===== src/rtl/sr_frame_reader.sv =====
// sr_frame_reader: drains the super-resolution output FIFO in fixed-length
// bursts and presents the pixels as a valid/ready stream tagged with
// start-of-frame, end-of-line and end-of-frame markers.
module sr_frame_reader #(
  parameter int WIDTH       = 320,
  parameter int HEIGHT      = 240,
  parameter int PIXEL_WIDTH = 24,
  parameter int BURST_LEN   = 16,
  parameter int COUNT_WIDTH = 10
) (
  input  logic                   clk,
  input  logic                   rst,
  input  logic                   enable,
  input  logic [COUNT_WIDTH-1:0] data_count_r,
  input  logic [PIXEL_WIDTH-1:0] fifo_dout,
  output logic                   rd_fifo,
  output logic                   m_valid,
  input  logic                   m_ready,
  output logic [PIXEL_WIDTH-1:0] m_data,
  output logic                   m_sof,
  output logic                   m_eol,
  output logic                   m_eof,
  output logic                   frame_done,
  output logic [15:0]            frame_count
);

  localparam int FRAME_SIZE = WIDTH * HEIGHT;
  localparam int IW  = $clog2(FRAME_SIZE + 1);
  localparam int XW  = (WIDTH > 1) ? $clog2(WIDTH) : 1;
  localparam int YW  = (HEIGHT > 1) ? $clog2(HEIGHT) : 1;
  // Burst arithmetic width: wide enough for the frame size, the fill count
  // and any legal burst length (up to 511).
  localparam int BW0 = (IW > COUNT_WIDTH) ? IW : COUNT_WIDTH;
  localparam int BW  = (BW0 > 10) ? BW0 : 10;

  typedef enum logic [2:0] {
    S_IDLE,
    S_BURST,
    S_SETTLE,
    S_DRAIN,
    S_DONE
  } state_t;

  state_t                 state_reg, state_next;
  logic [IW-1:0]          issued_reg;
  logic [BW-1:0]          burst_left_reg;
  logic                   settle_reg;
  logic [XW-1:0]          x_reg;
  logic [YW-1:0]          y_reg;
  logic                   rd_q_reg;
  logic [15:0]            frame_count_reg;

  // Two-entry re-timing buffer.
  logic [PIXEL_WIDTH-1:0] buf_mem [2];
  logic                   wr_ptr_reg;
  logic                   rd_ptr_reg;
  logic [1:0]             occ_reg;

  logic [BW-1:0]          remaining;
  logic [BW-1:0]          blen;
  logic                   frame_full;
  logic                   count_ok;
  logic                   pop;
  logic                   push;
  logic                   space;
  logic [2:0]             fill;
  logic [2:0]             limit;
  logic                   at_eol;
  logic                   at_last_line;

  assign remaining    = BW'(FRAME_SIZE) - BW'(issued_reg);
  assign blen         = (remaining < BW'(BURST_LEN)) ? remaining : BW'(BURST_LEN);
  assign frame_full   = (issued_reg == IW'(FRAME_SIZE));
  assign count_ok     = (BW'(data_count_r) >= blen);
  assign m_valid      = (occ_reg != 2'd0);
  assign pop          = m_valid && m_ready;
  assign push         = rd_q_reg;
  assign at_eol       = (x_reg == XW'(WIDTH - 1));
  assign at_last_line = (y_reg == YW'(HEIGHT - 1));

  // Space check counts buffered pixels plus the read still in flight,
  // crediting a pop happening this cycle, so the buffer can never overflow.
  assign fill  = {1'b0, occ_reg} + {2'b00, rd_q_reg};
  assign limit = 3'd2 + {2'b00, pop};
  assign space = (fill < limit);

  assign m_data      = m_valid ? buf_mem[rd_ptr_reg] : '0;
  assign m_sof       = m_valid && (x_reg == '0) && (y_reg == '0);
  assign m_eol       = m_valid && at_eol;
  assign m_eof       = m_valid && at_eol && at_last_line;
  assign frame_done  = (state_reg == S_DONE);
  assign frame_count = frame_count_reg;

  // Next-state and read-strobe decode.
  always_comb begin
    state_next = state_reg;
    rd_fifo    = 1'b0;
    case (state_reg)
      S_IDLE: begin
        if (frame_full) begin
          state_next = S_DRAIN;
        end else if (((issued_reg != '0) || enable) && count_ok) begin
          state_next = S_BURST;
        end
      end
      S_BURST: begin
        rd_fifo = !rst && (burst_left_reg != '0) && space;
        if (rd_fifo && (burst_left_reg == BW'(1))) begin
          state_next = S_SETTLE;
        end
      end
      S_SETTLE: begin
        // The last pixel of a frame can already be leaving on the second
        // settle cycle; go straight to DONE so the pulse is not delayed.
        if (settle_reg) begin
          if (!frame_full) begin
            state_next = S_IDLE;
          end else if (pop && m_eof) begin
            state_next = S_DONE;
          end else begin
            state_next = S_DRAIN;
          end
        end
      end
      S_DRAIN: begin
        if (pop && m_eof) begin
          state_next = S_DONE;
        end
      end
      S_DONE: begin
        state_next = S_IDLE;
      end
      default: begin
        state_next = S_IDLE;
      end
    endcase
  end

  // State register and read-side counters.
  always_ff @(posedge clk) begin
    if (rst) begin
      state_reg       <= S_IDLE;
      issued_reg      <= '0;
      burst_left_reg  <= '0;
      settle_reg      <= 1'b0;
      rd_q_reg        <= 1'b0;
      frame_count_reg <= 16'd0;
    end else begin
      state_reg  <= state_next;
      rd_q_reg   <= rd_fifo;
      settle_reg <= (state_reg == S_SETTLE) ? ~settle_reg : 1'b0;
      if ((state_reg == S_IDLE) && (state_next == S_BURST)) begin
        burst_left_reg <= blen;
      end else if (rd_fifo) begin
        burst_left_reg <= burst_left_reg - BW'(1);
      end
      if (state_reg == S_DONE) begin
        issued_reg      <= '0;
        frame_count_reg <= frame_count_reg + 16'd1;
      end else if (rd_fifo) begin
        issued_reg <= issued_reg + IW'(1);
      end
    end
  end

  // Buffer storage: capture FIFO data the cycle after each read.
  always_ff @(posedge clk) begin
    if (push) begin
      buf_mem[wr_ptr_reg] <= fifo_dout;
    end
  end

  // Buffer pointers and occupancy; push and pop in one cycle cancel out.
  always_ff @(posedge clk) begin
    if (rst) begin
      wr_ptr_reg <= 1'b0;
      rd_ptr_reg <= 1'b0;
      occ_reg    <= 2'd0;
    end else begin
      if (push) begin
        wr_ptr_reg <= ~wr_ptr_reg;
      end
      if (pop) begin
        rd_ptr_reg <= ~rd_ptr_reg;
      end
      case ({push, pop})
        2'b10:   occ_reg <= occ_reg + 2'd1;
        2'b01:   occ_reg <= occ_reg - 2'd1;
        default: occ_reg <= occ_reg;
      endcase
    end
  end

  // Output pixel position, advanced on each accepted pixel.
  always_ff @(posedge clk) begin
    if (rst || (state_reg == S_DONE)) begin
      x_reg <= '0;
      y_reg <= '0;
    end else if (pop) begin
      if (at_eol) begin
        x_reg <= '0;
        y_reg <= at_last_line ? '0 : (y_reg + YW'(1));
      end else begin
        x_reg <= x_reg + XW'(1);
      end
    end
  end

endmodule


===== config.mk =====
export PLATFORM = sky130hd
export DESIGN_NAME = sr_frame_reader
export DESIGN_NICKNAME = d
export VERILOG_FILES = /design/src/rtl/sr_frame_reader.sv
export SDC_FILE = /design/constraint.sdc
export NUM_CORES = 1
export LEC_CHECK = 0
export ABC_AREA = 0
export BUFFER_PORTS_ARGS = -buffer_cell sky130_fd_sc_hd__buf_2
export CORE_UTILIZATION = 38
export DETAILED_ROUTE_END_ITERATION = 16
export GPL_ROUTABILITY_DRIVEN = 0
export PLACE_DENSITY = 0.59
export SLEW_MARGIN = 0
export SYNTH_ARGS = -nofsm -noshare
export SYNTH_HDL_FRONTEND = slang
export SYNTH_SLANG_ARGS = --single-unit

===== constraint.sdc =====
create_clock -name clk -period 4.9 [get_ports clk]
set_input_delay 0.98 -clock clk [delete_from_list [all_inputs] [get_ports clk]]
set_output_delay 0.98 -clock clk [all_outputs]
set_load 0.005 [all_outputs]

# --- Yosys cells after proc, flatten, opt, wreduce, memory -nomap -nowiden ---
# Memory sizes are Yosys's and may differ from the RTL's. A register that Yosys moved wholly into a read port is not among the register bits.
# Index checks and enable logic that the tools add are counted.
totals:
  register_bits: 76
  ram_bits: 48
  input_bits: 38
  output_inout_bits: 46
  elab_cells: 85
  n_memories: 1
mem_list:
  columns: ["memory", "depth", "word_bits", "read_ports", "rd_clocked_by_memory_dff", "wr", "line", "text"]
  rows:
  - ["buf_mem", 2, 24, 1, 1, 1, "54", "logic [PIXEL_WIDTH-1:0] buf_mem [2];"]
op_classes:
  addsub: 10
  order_cmp: 3
  n_eq_ne: 11
  mux: 20
  bitwise_logic: 4
  reduce_logical: 25
ops:
  columns: ["op", "n"]
  rows:
  - ["$mux 17", 3]
  - ["$reduce_bool 17->1", 2]
  - ["$mux 24", 1]
  - ["$mux 3", 7]
  - ["$add 17x1->17 const B", 1]
  - ["$eq 17x1->1 const B", 1]
  - ["$eq 17x17->1 const B", 1]
  - ["$ge 10x17->1", 1]
  - ["$lt 17x5->1 const B", 1]
  - ["$sub 17x1->17 const B", 1]
  - ["$sub 17x17->17 const A", 1]
  - ["$add 16x1->16 const B", 1]
  - ["$pmux 3 s4", 1]
  - ["$logic_and 1x1->1", 11]
  - ["$add 9x1->9 const B", 1]
  - ["$eq 9x9->1 const B", 1]
  - ["$logic_not 9->1", 1]
  - ["$mux 9", 1]
  - ["$add 8x1->8 const B", 1]
  - ["$eq 8x8->1 const B", 1]
  - ["$logic_not 8->1", 1]
  - ["$mux 8", 1]
  - ["$eq 3x1->1 const B", 2]
  - ["$eq 3x2->1 const B", 2]
  - ["other kinds (17)", 28]

# --- Depth between registers and ports, before layout ---
logic_depth:
  depth_word: 11
  ltp_mapped: 18
  depth_no_buf: 15

# --- Worst setup path after synthesis ---
# Ideal clock, no wire load.
synth_timing:
  path_type: "register to register"
  from: "register issued_reg[0]"
  to: "register burst_left_reg[2]"
  setup_time_ns: 0.130
  t_arrival_ns: 3.313
  t_required_ns: 4.770
  slack_ns: 1.457
  path_stages_with_launch: 19
  n_path_buf: 3
  period_less_slack_ns: 3.443
  path_cell_list: "dfxtp_1 > clkbuf_1 > inv_1 > ha_1 > nor4b_1 > a22o_1 > nand2_1 > nor4_1 > and3_1 > buf_2 > nand2_1 > ha_1 > nand2_1 > o21ai_0 > a21oi_1 > a21oi_1 > a21o_1 > clkbuf_1 > o22ai_1"
synth_via:
  elab_chain_cells: 11
  word_cells_on_any_way: 17
  classes_between: "add/sub: 1; order compare: 2; eq/ne: 2; mux: 7; reduce/logical: 5"
synth_lines:
  columns: ["element", "line", "text"]
  rows:
  - ["from (decl)", "45", "logic [IW-1:0] issued_reg;"]
  - ["from (signal assigned)", "161", "issued_reg <= issued_reg + IW'(1);"]
  - ["$sub 17x17->17", "71", "assign remaining = BW'(FRAME_SIZE) - BW'(issued_reg);"]
  - ["$lt 17x5->1", "72", "assign blen = (remaining < BW'(BURST_LEN)) ? remaining : BW'(BURST_LEN);"]
  - ["$mux 17", "72", null]
  - ["$ge 10x17->1", "74", "assign count_ok = (BW'(data_count_r) >= blen);"]
  - ["$logic_and 1x1->1", "102", "end else if (((issued_reg != '0) || enable) && count_ok) begin"]
  - ["$mux 3", "102", null]
  - ["$mux 3", "100", "if (frame_full) begin"]
  - ["$pmux 3 s4", "98", "case (state_reg)"]
  - ["$eq 3x1->1", "152", "if ((state_reg == S_IDLE) && (state_next == S_BURST)) begin"]
  - ["$logic_and 1x1->1", "152", null]
  - ["$mux 17 / $reduce_bool 2->1 (equally long branches)", null, null]
  - ["to (signal assigned)", "153", "burst_left_reg <= blen;"]
  - ["to (signal assigned)", "155", "burst_left_reg <= burst_left_reg - BW'(1);"]
  - ["to (decl)", "46", "logic [BW-1:0] burst_left_reg;"]
# Several ways; a longest one is shown, not always the timed one.
# A chain may end at the register's enable or synchronous reset.

# --- Final worst setup path ---
layout_timing:
  from: "register issued_reg[0]"
  to: "register burst_left_reg[10]"
# Same word-level chain as after synthesis.

==> results.ini <==
[outcome]
status=complete, no violations

[placement]
place_ws_ns=0.937
numPortBuffers=83
dpl_cell_area_mm2=0.00679
dp_hpwl_mm=9.43

[detailed_routing]
vias=4898
drt_first_pass_iters=4
wirelength_mm=13.7
via_per_inst=5.17
drt_iter0_drc=276
wl_per_cell_um=14.5
drcViolationCount=0
antenna_left=0

[cts]
ctsHtreeMaxLevel=4
path_clk_slew_ns=0.06
cts_tree=built
cts_setup_buffers=0
cts_buffers=17
cts_hold_buf=0
cts_root_buf=clkbuf_16
clk_latency_ns=0.41
cts.sinks=125
clk_path_buf_depth=2
cts_resized=0

[synthesis]
synth_ff_type=dfxtp_1
synth_top_area_share_pct=25.0
yosys-top-cells-area=dfxtp_1, edfxtp_1, nor2_1, xnor2_1, ha_1
ys_seq_elements=125
yosysTopAreaCell=dfxtp_1
synth_cell_types=65
ys_async_sr_fraction_pct=0
synthCells=636
seq_area_frac_synth_pct=48.3
postSynthAreaPerCell_um2=9.71
synth_edf_count=48
syn_area_mm2=0.00617
ys_warn_count=0

[die]
rows=46
core-area_mm2=0.0159
start_util_pct=38.9
dieArea_mm2=0.0168
die_w_um=129
die_h_um=129
io_pins=84

[timing]
final.setup.worst_slack_ns=0.873
finalSetupViolations=0
hold_viol_final=0
rsz0062_at_grt=false
fmax_ghz=0.248
slew_viol_final=0
finalClockSkew_ns=0.00571
worst_pin_slew_ns=1.15
min_period_over_period_pct=82.2
slew_headroom_pct=23.1
min_period_ns=4.03
fin_setup_tns_ns=0

[setup_path]
reg2regPathDepth=15
cp.arrival_ns=4.30
path_depth=15
crit_fanout=12
cp_num_buf_inv=1
crit_slowest_cell=and3_1
worst_ep_required_time_ns=5.18
crit_start=issued_reg[0]
endpoint_kind=flip-flop
cpMostUsedCell=nand2_1
path_cells=inv_1, ha_1, nor4b_1, a22o_1, nand2_1, nor4_1, and3_1, nand2_1, ha_1, nand2_1, o21ai_0, a21oi_1, a21oi_1, a21o_1, o211ai_1
reg2reg_slack_ns=0.87
critPathLaunchType=flip-flop
r2r_end=burst_left_reg[10]
critPathMaxStageDelay_ns=0.44
endpoint=burst_left_reg[10]
r2r-start=issued_reg[0]
crit_family=simple AND/OR/NAND/NOR gates
critPathKind=reg2reg

[flow_run]
maxCapViolCount=0

[global_routing]
grt_pass1_wl_mm=22.5
grt_overflow=0
antenna_found_initial=1
grt_max_degree=33
grt_pass1_vias=4672
grt_use_total_pct=17.2

[min_path]
hp-class=reg2reg

[pwr]
internal_power_mw=2.07
p_leak_nw=2.85
clockPowerShare_pct=45.6
power_frac_seq_pct=39.7
switching_share_pct=27.1
power_switching_mw=0.771
p_per_area_mw_per_mm2=384
ir_drop_uv=265
comb_power_share_pct=14.7

[cells_and_area]
fin_nets=778
n_antenna_cell=0
fin_util_pct=46.6
final_cell_mix=nor2_1, buf_2, dfxtp_1
largest_register_ffs=48
final_common_cell=nor2_1
design_area_mm2=0.00740
area_growth_pct=19.8
drive_gt1_share_pct=19.7

## layer usage
metal,wire (um),global-route usage [%]
met1,6190,21.2
met2,6490,28.0
met3,731,4.34
met4,278,8.62
met5,12,0
## synthesized netlist by cell type (8+ instances only)
cell      count
a21oi_1      16
and2_1        9
buf_2         8
clkbuf_1     19
dfxtp_1      77
edfxtp_1     48
ha_1         22
inv_1        17
mux2i_1      25
nand2_1      45
nand3_1      20
nand4_1      21
nor2_1       99
nor3_1       20
nor4_1       22
o21ai_0      13
xnor2_1      36
xor2_1       27
## kinds of logic after synthesis
logic type,share of synthesized area (%)
buffers and inverters,3.32
muxes,4.05
xor gates and xnor gates,8.94
other,0.0607
DFF,48.3
adders and majority gates,4.46
AOI/OAI and AO/OA,6.69
and+or+nand+nor,24.2
## worst min-delay path by stage
| stage | depth (start not counted) | end | slack, ns | startpoint |
|---|---|---|---|---|
| 5_1_grt | 1 | burst_left_reg[16] | 0.46 | burst_left_reg[16] |
| 4_1_cts | 1 | settle_reg | 0.45 | settle_reg |
| 6_report | 1 | burst_left_reg[16] | 0.45 | burst_left_reg[16] |
| 3_3_place_gp | 1 | settle_reg | 0.43 | settle_reg |
| 3_5_place_dp | 1 | settle_reg | 0.44 | settle_reg |
| 2_1_floorplan | 1 | settle_reg | 0.42 | settle_reg |
## power by group through the flow
| stage | clock network (mW) | registers [mW] | logic (mW) |
|---|---|---|---|
| floorplan | 0 | 1.14 | 0.287 |
| global placement | 0 | 1.15 | 0.412 |
| detailed placement | 0 | 1.15 | 0.415 |
| CTS | 1.32 | 1.13 | 0.418 |
| global route | 1.36 | 1.13 | 0.462 |
| finish | 1.30 | 1.13 | 0.417 |
## stage by stage
| step | cells | hold slack (ns) | total power, mW |
|---|---|---|---|
| 3_5_place_dp | 915 | 0.439 | 1.57 |
| 3_3_place_gp | 915 | 0.432 | 1.56 |
| 2_1_floorplan | 640 | 0.419 | 1.43 |
| 6_report | 947 | 0.449 | 2.84 |
| 5_1_grt | 947 | 0.463 | 2.96 |
| 4_1_cts | 947 | 0.448 | 2.87 |
## area by class of cell
class	instances	area [um2]
fill	1543	8490
multi-input combinational	468	3010
sequential	125	2980
timing repair buffer	88	453
clock buffer	18	429
tap	216	270
clock inverter	14	181
inverter	18	67.6
Note: power is estimated with default switching activity, not from simulation.
